### src/rtl/s1_cnt_launcher.sv
// s1_cnt_launcher: per-frame event counter and launcher/result holder for the s1 calculator.
// Define S1_TIMEOUT_EN to bound the wait for i_s1_vld to TIMEOUT_CYC cycles.
module s1_cnt_launcher #(
    parameter int TIMEOUT_CYC = 1024,
    parameter int TO_W        = 16
) (
    input  logic        clk,
    input  logic        rst,
    input  logic        i_frame_start,
    input  logic        i_frame_end,
    input  logic        i_evt_vld,
    input  logic [1:0]  i_evt_type,
    output logic [20:0] o_nv,
    output logic [24:0] o_nu,
    output logic [20:0] o_no,
    output logic        o_s1_start,
    input  logic        i_s1_busy,
    input  logic [31:0] i_s1,
    input  logic        i_s1_vld,
    input  logic        i_s1_error,
    output logic [31:0] o_res_s1,
    output logic        o_res_err,
    output logic        o_res_sat,
    output logic        o_res_vld,
    input  logic        i_res_rdy,
    output logic        o_busy,
    output logic        o_overrun
);
    typedef enum logic [2:0] {IDLE, ACCUM, LAUNCH, WAIT, OUT} state_t;
    state_t state;
    logic [20:0] cnt_nv, cnt_no, nv_n, no_n;
    logic [24:0] cnt_nu, nu_n;
    logic sat, sat_n, inc, timed_out;
    logic unused_busy;
    assign unused_busy = i_s1_busy;
    assign o_busy = state != IDLE;
    // Next counts include the event coinciding with frame_end, so the freeze can use them directly.
    always_comb begin
        inc   = state == ACCUM && i_evt_vld;
        nv_n  = cnt_nv + 21'(inc && i_evt_type == 2'd0 && !(&cnt_nv));
        nu_n  = cnt_nu + 25'(inc && i_evt_type == 2'd1 && !(&cnt_nu));
        no_n  = cnt_no + 21'(inc && i_evt_type == 2'd2 && !(&cnt_no));
        sat_n = sat | (inc && ((i_evt_type == 2'd0 && &cnt_nv) ||
                               (i_evt_type == 2'd1 && &cnt_nu) ||
                               (i_evt_type == 2'd2 && &cnt_no)));
    end
`ifdef S1_TIMEOUT_EN
    logic [TO_W-1:0] to_cnt;
    assign timed_out = to_cnt == TO_W'(TIMEOUT_CYC - 1);
    always_ff @(posedge clk) begin
        if (rst)
            to_cnt <= '0;
        else if (state == LAUNCH)
            to_cnt <= '0;
        else if (state == WAIT)
            to_cnt <= to_cnt + 1'b1;
    end
`else
    localparam int unused_to = TIMEOUT_CYC + TO_W;
    assign timed_out = 1'b0;
`endif
    always_ff @(posedge clk) begin
        if (rst) begin
            state      <= IDLE;
            cnt_nv     <= '0;
            cnt_nu     <= '0;
            cnt_no     <= '0;
            sat        <= 1'b0;
            o_nv       <= '0;
            o_nu       <= '0;
            o_no       <= '0;
            o_s1_start <= 1'b0;
            o_res_s1   <= '0;
            o_res_err  <= 1'b0;
            o_res_sat  <= 1'b0;
            o_res_vld  <= 1'b0;
            o_overrun  <= 1'b0;
        end else begin
            o_s1_start <= 1'b0;
            if (i_frame_start && state != IDLE)
                o_overrun <= 1'b1;
            case (state)
                IDLE: if (i_frame_start) begin
                    cnt_nv <= '0;
                    cnt_nu <= '0;
                    cnt_no <= '0;
                    sat    <= 1'b0;
                    state  <= ACCUM;
                end
                ACCUM: begin
                    cnt_nv <= nv_n;
                    cnt_nu <= nu_n;
                    cnt_no <= no_n;
                    sat    <= sat_n;
                    if (i_frame_end) begin
                        o_nv  <= nv_n;
                        o_nu  <= nu_n;
                        o_no  <= no_n;
                        state <= LAUNCH;
                    end
                end
                LAUNCH: if (sat) begin
                    o_res_s1  <= '0;
                    o_res_err <= 1'b1;
                    o_res_sat <= 1'b1;
                    o_res_vld <= 1'b1;
                    state     <= OUT;
                end else begin
                    o_s1_start <= 1'b1;
                    state      <= WAIT;
                end
                WAIT: if (i_s1_vld || timed_out) begin
                    o_res_s1  <= (i_s1_vld && !i_s1_error) ? i_s1 : '0;
                    o_res_err <= i_s1_vld ? i_s1_error : 1'b1;
                    o_res_sat <= 1'b0;
                    o_res_vld <= 1'b1;
                    state     <= OUT;
                end
                OUT: if (i_res_rdy) begin
                    o_res_vld <= 1'b0;
                    state     <= IDLE;
                end
                default: state <= IDLE;
            endcase
        end
    end
endmodule

### config.mk
export PLATFORM = sky130hd
export DESIGN_NAME = s1_cnt_launcher
export DESIGN_NICKNAME = d
export VERILOG_FILES = /design/src/rtl/s1_cnt_launcher.sv
export SDC_FILE = /design/constraint.sdc
export NUM_CORES = 1
export LEC_CHECK = 0
export BUFFER_PORTS_ARGS = -buffer_cell sky130_fd_sc_hd__buf_4
export CAP_MARGIN = 10
export CORE_ASPECT_RATIO = 2
export CORE_MARGIN = 4
export CORE_UTILIZATION = 50
export DETAILED_ROUTE_END_ITERATION = 6
export GPL_TIMING_DRIVEN = 0
export HOLD_SLACK_MARGIN = 0.15
export PLACE_DENSITY = 0.77
export SYNTH_ARGS = -nofsm -noshare
export SYNTH_HDL_FRONTEND = slang
export SYNTH_SLANG_ARGS = --single-unit
### constraint.sdc
create_clock -name clk -period 3.2 [get_ports clk]
set_clock_uncertainty 0.1 [all_clocks]
set_input_delay 0.16 -clock clk [delete_from_list [all_inputs] [get_ports clk]]
set_output_delay 0.16 -clock clk [all_outputs]
set_load 0.02 [all_outputs]
==> results of run 1 <==
==> report_power, final <==
part	leakage, nW	internal [mW]	switching, mW
Sequential	1.42	2.41	0.129
Clock	0.291	1.17	0.921
Combinational	2.33	0.805	1.54
Total	4.04	4.38	2.59
==> cell usage in the layout, fill, tap and decap left out, types with 13 or more instances in the layout <==
| cell type | instances |
|---|---|
| dlygate4sd3_1 | 42 |
| dfxtp_1 | 173 |
| o21ai_0 | 49 |
| nor2_1 | 145 |
| nor3_1 | 16 |
| xor2_1 | 23 |
| a211oi_1 | 53 |
| clkbuf_16 | 17 |
| a31oi_1 | 18 |
| or3_1 | 13 |
| nand4_1 | 15 |
| nand2_1 | 54 |
| a21oi_1 | 55 |
| clkbuf_1 | 46 |
| nand3_1 | 23 |
| a22oi_1 | 40 |
| xnor2_1 | 37 |
| buf_2 | 28 |
| buf_4 | 157 |
==> layout make-up <==
class,count,share of cell area [%]
Multi-Input combinational cell,669,40.2
Sequential cell,175,33.1
Timing Repair Buffer,200,15.3
Clock buffer,18,4.05
Buffer,77,3.29
Tap cell,198,2.34
Clock inverter,14,1.51
Inverter,7,0.248
==> tightest hold or removal path, cell delays in order <==
cell	delay (ns)
buf_4	0.12
nor4_4	0.05
ha_2	0.28
nand2_1	0.05
a21oi_1	0.05
==> synthesized netlist by cell type, drive strengths merged (22+ instances only) <==
cell type	count	area share, %
xor2	24	2.6
buf	30	1.9
xnor2	37	4.1
nand2	54	2.6
dfxtp	175	44
nor2	151	7.2
o21ai	52	3.3
a22oi	40	3.8
a21oi	55	3.5
a211oi	59	5.9
nor3	22	1.6
clkbuf	50	2.4
nand3	27	1.8
==> routing by layer <==
metal	up-vias	GRT usage, %	routed length (um)	share of wire, %
met1	3749	26.6	8560	34
met3	111	6.46	1670	6.7
li1	3763	-	-	-
met2	339	50.8	13100	53
met5	-	0	0	0
met4	0	19.2	1560	6.3
==> sequential cells by signal, indices dropped and copies added (netlist names) <==
name	cells
cnt_no	21
cnt_nu	25
cnt_nv	21
o_no	21
o_nu	25
o_nv	21
o_overrun	1
o_res_err	1
o_res_s1	32
o_res_sat	1
o_res_vld	1
o_s1_start	1
sat	1
state	3
==> worst paths after layout <==
kind	depth (start not counted)	endpoint
hold reg to reg	2	o_res_vld$_SDFFE_PP0P_
setup / recovery	11	cnt_nv[6]$_SDFFE_PP0P_
hold / removal	5	o_nv[0]$_SDFFE_PP0P_
setup reg to reg	11	cnt_nv[6]$_SDFFE_PP0P_
==> what timing repair did <==
item	4_1_cts	5_1_grt
hold buffers	42	0
hold endpoints to repair	46	0
setup buffers	11	2
gates cloned	0	0
gates resized for setup	27	22
endpoints found under the setup margin	102	76
pin swaps	6	8
==> kinds of logic (layout without fill, tap and decap cells) <==
logic type	Yosys count	count (layout)	synth area share [%]
muxes	3	3	0.394
and+or+nand+nor	354	354	23.1
AOI/OAI and AO/OA	245	245	20.1
DFF	175	175	44.1
adders and majority gates	6	6	0.946
xor gates and xnor gates	61	61	6.73
buffers and inverters	87	316	4.63
==> metrics by stage <==
step,setup TNS [ns],area (um2)
floorplan,0,7940
global placement,-43.93,9270
detailed placement,-46.14,9270
CTS,0,10500
global route,0,10600
finish,0,10600
==> flow_summary_export.csv, run 1 <==
group,metric,value,unit
status,status,"complete, no violations",
synthesis,synth.net_count,980,
critical_path,crit_family,"simple AND/OR/NAND/NOR gates",
power_and_ir_drop,p_per_area,658,nW/um2
floorplanning,die_x,97.1,um
final_layout,multi_input_area,4260,um2
timing,worst_slack,0.163,ns
final_layout,num_antenna_cells,0,
critical_path,cp_num_buf_inv,0,
detailed_routing,dr.first_iter.drc_count,513,
floorplanning,initial_utilization,51.4,%
detailed_routing,vias_per_cell,5.86,
clock_tree,cts_buffers,17,
grt,grt_pass1_wl,39800,um
floorplanning,rows,64,
clock_tree,clock-root-buffer,"clkbuf_16",
run,maxCapViolations,0,
clock_tree,cts_buffer_depth,2,
timing,finalCriticalPeriod,3.04,ns
critical_path,path_cells,"nand4_1, or4_1, nor4_4, nor4_4, ha_2, ha_2, and3_4, nand3_1, xor2_2, o21ai_0, nor2b_1",
final_layout,areaGrowthSynthToFinish,33.5,%
final_layout,regArea,3510,um2
critical_path,crit_path_max_fanout,7,
final_layout,fin_nets,1196,
synthesis,seq_area_frac_synth,44.1,%
synthesis,yosys_warnings,0,
synthesis,netlist_area,7940,um2
synthesis,synthFlopType,"dfxtp_1",
synthesis,yosysUniqueCellTypes,51,
clock_tree,clkTransAtPathRegs,0.07,ns
detailed_routing,first_pass_iters,5,
synthesis,ys_ff_latch,175,
clock_tree,clock_sinks,175,
timing,fin_crit_sh,94.9,%
timing,drv_slew,0,
critical_path,worstPathArrival,3.23,ns
floorplanning,coreArea,15500,um2
synthesis,synthCells,931,
placement,portBuffers,145,
timing,worst_pin_slew,0.777,ns
placement,dp_worst_setup_slack,-0.854,ns
grt,grt_use_total,27.4,%
placement,gp_congestion,0.909,
final_layout,drive_gt1_share,23.6,%
synthesis,syn_area_per_cell,8.53,um2
clock_tree,htree_levels,4,
final_layout,postLayoutCoreUtil,68.6,%
grt,grt_max_degree,17,
final_layout,fillCellCount,1235,
synthesis,ys_async_sr_fraction,0,%
critical_path,worstSetupPathType,"flip-flop to flip-flop",
critical_path,reg2reg_from,"cnt_nv[5]$_SDFFE_PP0P_",
critical_path,start_kind,"flip-flop",
floorplanning,ios,148,
power_and_ir_drop,power,6.98,mW
grt,grt-ovfl-total,0,
floorplanning,fp.dieH,186,um
critical_path,critPathMaxStageDelay,0.57,ns
synthesis,synth_edf_count,0,
grt,antenna_found_initial,0,
grt,grt_pass1_vias,8045,
critical_path,cp.required,3.39,ns
min_path,holdCritStartpoint,"i_evt_type[0]",
timing,hold_ws,0.240,ns
detailed_routing,vias,7962,
floorplanning,die-area,18100,um2
timing,finalSetupViolCount,0,
detailed_routing,drt-total-wl,24900,um
timing,fmaxAchievable,0.329,GHz
critical_path,crit_path_start,"cnt_nv[5]$_SDFFE_PP0P_",
power_and_ir_drop,ir_worst_vdd,0.503,mV
power_and_ir_drop,cellLeakagePower,4.04,nW
placement,dp.cells,1274,
critical_path,r2r_slack,0.16,ns
timing,rsz0062_at_grt,"false",
clock_tree,insertion_delay,0.43,ns
critical_path,worst_setup_path_end_kind,"flip-flop",
placement,hpwl,17800,um
detailed_routing,drc_errors,0,
timing,hold_violations,0,
clock_tree,cts_tree,"yes",
min_path,hold_path_class,"primary input to flip-flop",
detailed_routing,drtAntennaViolNets,0,
detailed_routing,wl_per_cell,18.3,um
timing,max_slew_margin,48.2,%
critical_path,crit_slowest_cell,"or4_1",
final_layout,stdcell_count,1358,
Note: power is estimated with default switching activity, not from simulation.
==> run 2: changes to the inputs <==
--- a/config.mk
+++ b/config.mk
@@ -5,6 +5,7 @@
 export SDC_FILE = /design/constraint.sdc
 export NUM_CORES = 1
 export LEC_CHECK = 0
+export ABC_AREA = 1
 export BUFFER_PORTS_ARGS = -buffer_cell sky130_fd_sc_hd__buf_4
 export CAP_MARGIN = 10
 export CORE_ASPECT_RATIO = 2
==> flow_summary_export.csv, run 2 <==
group,metric,value,unit
status,status,"complete, no violations",
min_path,hold_depth,7,
timing,max_slew_margin,55.9,%
final_layout,fin_nets,1447,
final_layout,final_common_cell,"nand2_1",
timing,fin_crit_sh,94.1,%
synthesis,synthMostInstantiatedCell,"nand2_1",
synthesis,seq_area_frac_synth,43.2,%
floorplanning,coreArea,15900,um2
final_layout,largest_reg_flops,32,
final_layout,num_antenna_cells,0,
timing,rsz0062_at_grt,"false",
run,maxCapViolations,0,
final_layout,regMostFlops,"o_res_s1",
synthesis,synthTopCellsByArea,"dfxtp_1 43%, nand2_1 18%, a21oi_1 7.4%",
detailed_routing,wl_per_cell,16.2,um
placement,hpwl,18700,um
clock_tree,insertion_delay,0.44,ns
critical_path,worstPathArrival,3.27,ns
final_layout,final_cell_mix,"398 x nand2_1, 175 x dfxtp_1, 152 x buf_4",
placement,gp_congestion,0.955,
clock_tree,clkTransAtPathRegs,0.07,ns
timing,hold_violations,0,
critical_path,reg2reg_from,"state[2]$_SDFFE_PP0P_",
power_and_ir_drop,internal_power,4.33,mW
synthesis,syn_area_per_cell,6.97,um2
grt,grt_pass1_vias,8585,
detailed_routing,drtAntennaViolNets,0,
final_layout,top_regs,"o_res_s1 (32), cnt_nu (25), o_nu (25)",
floorplanning,initial_utilization,51.1,%
grt,grt_pass1_wl,42000,um
floorplanning,fp.dieH,188,um
detailed_routing,dr.first_iter.drc_count,391,
critical_path,r2r_slack,0.19,ns
floorplanning,rows,65,
critical_path,worstSetupPathType,"flip-flop to flip-flop",
clock_tree,htree_levels,4,
critical_path,start_kind,"flip-flop",
clock_tree,clock_sinks,175,
power_and_ir_drop,p_sw,2.20,mW
detailed_routing,vias_per_cell,5.29,
power_and_ir_drop,clkPwrFrac,33.9,%
timing,finalCriticalPeriod,3.01,ns
clock_tree,cts_buffer_depth,2,
power_and_ir_drop,cellLeakagePower,4.49,nW
floorplanning,ios,148,
synthesis,synthCells,1162,
synthesis,synth_top_area_share,43.2,%
min_path,hold_path_class,"primary input to flip-flop",
timing,tns,0,ns
synthesis,synth.largest_area_cell,"dfxtp_1",
grt,grt-ovfl-total,0,
timing,finalSetupViolCount,0,
grt,grt_use_total,28.3,%
final_layout,areaGrowthSynthToFinish,33.4,%
clock_tree,cts_tree,"yes",
timing,worst_pin_slew,0.662,ns
synthesis,ys_ff_latch,175,
clock_tree,cts_buffers,17,
synthesis,yosysUniqueCellTypes,31,
clock_tree,postCtsSetupBuffers,0,
power_and_ir_drop,swShare,33.7,%
critical_path,reg2regPathDepth,14,
timing,fmaxAchievable,0.332,GHz
grt,antenna_found_initial,0,
power_and_ir_drop,p_per_area,604,nW/um2
floorplanning,die-area,18400,um2
grt,grt_max_degree,17,
critical_path,crit_path_max_fanout,6,
placement,portBuffers,145,
synthesis,synth.net_count,1211,
synthesis,synth_edf_count,0,
detailed_routing,vias,8523,
detailed_routing,drt-total-wl,26200,um
synthesis,yosys_warnings,0,
final_layout,drive_gt1_share,16.2,%
timing,drv_slew,0,
min_path,holdCritStartpoint,"i_evt_type[1]",
critical_path,r2r_end,"cnt_no[14]$_SDFFE_PP0P_",
power_and_ir_drop,seqPwrFrac,38.5,%
synthesis,synth_commonest_cells,"399 x nand2_1, 175 x dfxtp_1, 119 x a21oi_1, 108 x nor2_1, 78 x inv_1",
critical_path,worst_setup_path_end_kind,"flip-flop",
power_and_ir_drop,ir_worst_vdd,0.551,mV
synthesis,synthFlopType,"dfxtp_1",
timing,hold_ws,0.164,ns
floorplanning,die_x,98,um
synthesis,ys_async_sr_fraction,0,%
clock_tree,clock-root-buffer,"clkbuf_16",
critical_path,cp.required,3.46,ns
power_and_ir_drop,combPwrFrac,27.6,%
detailed_routing,drc_errors,0,
synthesis,netlist_area,8100,um2
min_path,hold_path_end,"sat$_SDFFE_PP0P_",
detailed_routing,first_pass_iters,7,
## run 2: cell count changes in the layout (fill, tap and decap cells not counted), moves of 20 or more
cell and delta:
o21bai_1 +38, o21ai_0 -48, inv_1 +71, xnor2_1 -20, a21oi_1 +64, a211oi_1 -53
o21ai_1 +55, nand2_1 +344, nor2_1 -38, clkbuf_1 -21, a22oi_1 -40, dlygate4sd3_1 +30
## run 2: kinds of logic after synthesis
logic type / after synthesis / synth area share, %
buffers and inverters: 141 / 7.15
AO/OA/AOI/OAI: 232 / 16.0
flip-flops: 175 / 43.2
AND/OR/NAND/NOR: 566 / 28.2
adder cells (fa/ha/maj): 6 / 0.927
XOR/XNOR: 42 / 4.54
## run 2: worst max-delay path by stage
| stage | from | endpoint | slack, ns | depth (start not counted) |
|---|---|---|---|---|
| finish | state[2]$_SDFFE_PP0P_ | cnt_no[14]$_SDFFE_PP0P_ | 0.19 | 14 |
| detailed placement | state[2]$_SDFFE_PP0P_ | o_no[14]$_SDFFE_PP0P_ | 0.1 | 15 |
| global route | state[2]$_SDFFE_PP0P_ | cnt_no[16]$_SDFFE_PP0P_ | 0.03 | 15 |
| global placement | state[2]$_SDFFE_PP0P_ | cnt_nu[16]$_SDFFE_PP0P_ | 0.11 | 16 |
| CTS | state[2]$_SDFFE_PP0P_ | o_no[14]$_SDFFE_PP0P_ | 0.09 | 15 |
| floorplan | state[2]$_SDFFE_PP0P_ | cnt_nu[16]$_SDFFE_PP0P_ | 0.80 | 16 |
## run 2: routing by layer
metal	up-vias	track usage, %	part of all wire (%)
met3	119	5.85	6.1
met4	0	17.5	6.5
met1	3906	26.7	34
li1	4157	-	-
met5	-	0	0
met2	341	53.9	54
## run 2: stage by stage
step	utilization (%)	instance area (um2)	total power [mW]	instances	setup slack, ns
2_1_floorplan	-	8100	3.58	1162	0.795
3_3_place_gp	59.5	9440	4.28	1508	0.110
3_5_place_dp	59.5	9440	4.30	1508	0.0973
4_1_cts	68.0	10800	6.54	1612	0.0924
5_1_grt	68.1	10800	6.78	1612	0.0332
6_report	68.1	10800	6.53	1612	0.190
## run 2: power groups by stage
stage	Combinational, mW	Clock (mW)	Sequential, mW
after global placement	1.72	0	2.55
after global routing	1.94	2.31	2.54
after detailed placement	1.74	0	2.56
final	1.80	2.21	2.51
after floorplan	0.800	0	2.78
after CTS	1.80	2.23	2.51
## run 2: repair_timing
| action | CTS | global route |
|---|---|---|
| setup endpoints to repair | 0 | 15 |
| endpoints found under the hold margin | 41 | 0 |
| resized for setup | 0 | 6 |
| hold buffers | 72 | 0 |
## run 2: area by class of cell
class / count / area (um2)
fill: 1307 / 5050
multi-input combinational: 846 / 4040
sequential: 175 / 3500
timing repair buffer: 217 / 1810
clock buffer: 21 / 470
inverter: 88 / 330
tap: 201 / 251
buffer: 53 / 249
clock inverter: 11 / 154
## run 2: worst max-delay path: stages (launching register included)
cell and delay, ns:
dfxtp_1 0.32, nor2_2 0.18, nand2_2 0.16, inv_2 0.11, nand2_1 0.09, nor2_1 0.21
a21boi_0 0.21, ha_1 0.25, ha_2 0.28, inv_2 0.06, nor3_1 0.45, nand4_1 0.21
nand2_1 0.15, nand2_1 0.06, a21oi_1 0.11
==> run 3: changes to the inputs <==
--- a/config.mk
+++ b/config.mk
@@ -10,11 +10,11 @@
 export CAP_MARGIN = 10
 export CORE_ASPECT_RATIO = 2
 export CORE_MARGIN = 4
-export CORE_UTILIZATION = 50
+export CORE_UTILIZATION = 44
 export DETAILED_ROUTE_END_ITERATION = 6
 export GPL_TIMING_DRIVEN = 0
 export HOLD_SLACK_MARGIN = 0.15
-export PLACE_DENSITY = 0.77
+export PLACE_DENSITY = 0.69
 export SYNTH_ARGS = -nofsm -noshare
 export SYNTH_HDL_FRONTEND = slang
 export SYNTH_SLANG_ARGS = --single-unit
==> flow_summary_export.csv, run 3 (same netlist as run 2, synthesis figures left out) <==
group,metric,value,unit
grt,grt_pass1_vias,8388,
detailed_routing,vias_per_cell,5.07,
clock_tree,htree_levels,4,
detailed_routing,wl_per_cell,15.8,um
final_layout,largest_reg_flops,32,
placement,hpwl,19100,um
detailed_routing,top_layer,"met4",
grt,grt_use_total,24.7,%
floorplanning,coreArea,18200,um2
detailed_routing,wl_met1,8970,um
power_and_ir_drop,cellLeakagePower,4.48,nW
detailed_routing,first_pass_iters,5,
critical_path,worstPathArrival,3.24,ns
timing,tns,0,ns
placement,dp_worst_setup_slack,0.0604,ns
power_and_ir_drop,clkPwrFrac,33.3,%
final_layout,postLayoutCoreUtil,59.3,%
critical_path,worstSetupPathType,"flip-flop to flip-flop",
timing,finalCriticalPeriod,3.01,ns
min_path,hold_path_class,"primary input to flip-flop",
power_and_ir_drop,seqPwrFrac,38.9,%
critical_path,crit_path_max_fanout,6,
final_layout,multi_input_area,4030,um2
detailed_routing,route.met2.wl,14300,um
clock_tree,clock-root-buffer,"clkbuf_16",
final_layout,drive_gt1_share,16.2,%
floorplanning,fp.dieH,200,um
power_and_ir_drop,p_per_area,599,nW/um2
critical_path,start_kind,"flip-flop",
detailed_routing,met3_length,1060,um
clock_tree,clkTransAtPathRegs,0.07,ns
final_layout,areaGrowthSynthToFinish,33.5,%
detailed_routing,dr.first_iter.drc_count,247,
detailed_routing,vias,8255,
power_and_ir_drop,combPwrFrac,27.8,%
power_and_ir_drop,ir_worst_vdd,0.386,mV
placement,portBuffers,145,
timing,hold_violations,0,
timing,fin_crit_sh,94.0,%
final_layout,regMostFlops,"o_res_s1",
timing,worst_pin_slew,0.626,ns
power_and_ir_drop,p_sw,2.24,mW
final_layout,fillCellCount,1752,
final_layout,fin_nets,1448,
clock_tree,insertion_delay,0.44,ns
clock_tree,cts_buffer_depth,2,
final_layout,final_common_cell,"nand2_1",
floorplanning,die_x,104,um
timing,fmaxAchievable,0.332,GHz
detailed_routing,drt-total-wl,25800,um
floorplanning,die-area,20800,um2
floorplanning,ios,148,
clock_tree,clock_sinks,175,
final_layout,final_cell_mix,"398 x nand2_1, 175 x dfxtp_1, 152 x buf_4",
grt,antenna_found_initial,0,
grt,grt_pass1_wl,40900,um
critical_path,worst_setup_path_end_kind,"flip-flop",
detailed_routing,drc_errors,0,
run,maxCapViolations,0,
final_layout,regArea,3500,um2
clock_tree,cts_tree,"yes",
grt,grt_max_degree,17,
power_and_ir_drop,swShare,34.6,%
timing,worst_slack,0.191,ns
detailed_routing,drtAntennaViolNets,0,
timing,max_slew_margin,58.3,%
critical_path,cp.required,3.43,ns
timing,rsz0062_at_grt,"false",
final_layout,top_regs,"o_res_s1 (32), cnt_nu (25), o_nu (25)",
timing,drv_slew,0,
floorplanning,rows,70,
placement,gp_congestion,0.929,
status,status,"complete, no violations",
grt,grt-ovfl-total,0,
floorplanning,initial_utilization,44.5,%
timing,finalSetupViolCount,0,
power_and_ir_drop,internal_power,4.23,mW
critical_path,r2r_slack,0.19,ns
clock_tree,cts_buffers,17,
-- run 3: changes by cell type in the layout (fill, tap and decap cells not counted), sizes merged --
cell         before  now
clkbuf           45   43
bufinv            3    2
clkinv            3    4
clkinvlp          2    3
diode             0    1
dlygate4sd3      72   73
inv              91   92
-- run 3: worst max-delay path: stages (launching register included) --
cell      delay [ns]
dfxtp_1         0.33
nor2_2          0.19
nand2_2         0.14
inv_2           0.11
nand2_1         0.08
nor2_1          0.20
a21boi_0        0.22
ha_1            0.25
ha_1            0.31
inv_2           0.07
nor3_1          0.45
nand3_1         0.13
nand2_1         0.08
nand2_1         0.07
o21bai_1        0.13
inv_1           0.05
-- run 3: final timing paths --
check | to | cells past startpoint | from
setup reg to reg | o_no[14]$_SDFFE_PP0P_ | 15 | state[2]$_SDFFE_PP0P_
hold reg to reg | o_res_vld$_SDFFE_PP0P_ | 2 | o_res_vld$_SDFFE_PP0P_
hold / removal | sat$_SDFFE_PP0P_ | 7 | i_evt_vld
setup / recovery | o_no[14]$_SDFFE_PP0P_ | 15 | state[2]$_SDFFE_PP0P_
-- run 3: power groups by stage --
stage                     Sequential, mW  Clock, mW  Combinational, mW
after CTS                           2.52       2.18               1.81
after floorplan                     2.78          0              0.800
after global placement              2.56          0               1.75
after detailed placement            2.56          0               1.76
after global routing                2.54       2.26               1.96
final                               2.52       2.15               1.80
-- run 3: routing by layer --
layer	vias to the layer above	global-route usage, %
li1	4174	-
met1	3773	22.9
met2	217	49.3
met3	91	4.47
met4	0	15.0
met5	-	0
-- run 3: repair_timing --
action / in CTS / in global routing
resized for setup: 0 / 5
buffers inserted: 0 / 0
hold endpoints to repair: 41 / 0
setup endpoints to repair: 0 / 15
hold buffers: 73 / 0
-- run 3: area by class of cell --
cell class                 instances  share of cell area (%)
clock inverter                    13                    1.41
timing repair buffer             218                    16.8
inverter                          88                    3.06
multi-input combinational        846                    37.3
sequential                       175                    32.4
tap                              216                    2.50
clock buffer                      19                    4.19
buffer                            53                    2.30
antenna                            1                  0.0231
-- run 3: metrics by stage --
| step | cells | hold slack [ns] | power (mW) | cell area [um2] |
|---|---|---|---|---|
| finish | 1629 | 0.160 | 6.47 | 10800 |
| global route | 1628 | 0.198 | 6.76 | 10800 |
| CTS | 1628 | 0.152 | 6.51 | 10800 |
| detailed placement | 1523 | 0.330 | 4.32 | 9460 |
| global placement | 1523 | 0.327 | 4.30 | 9460 |
| floorplan | 1162 | 0.205 | 3.58 | 8100 |
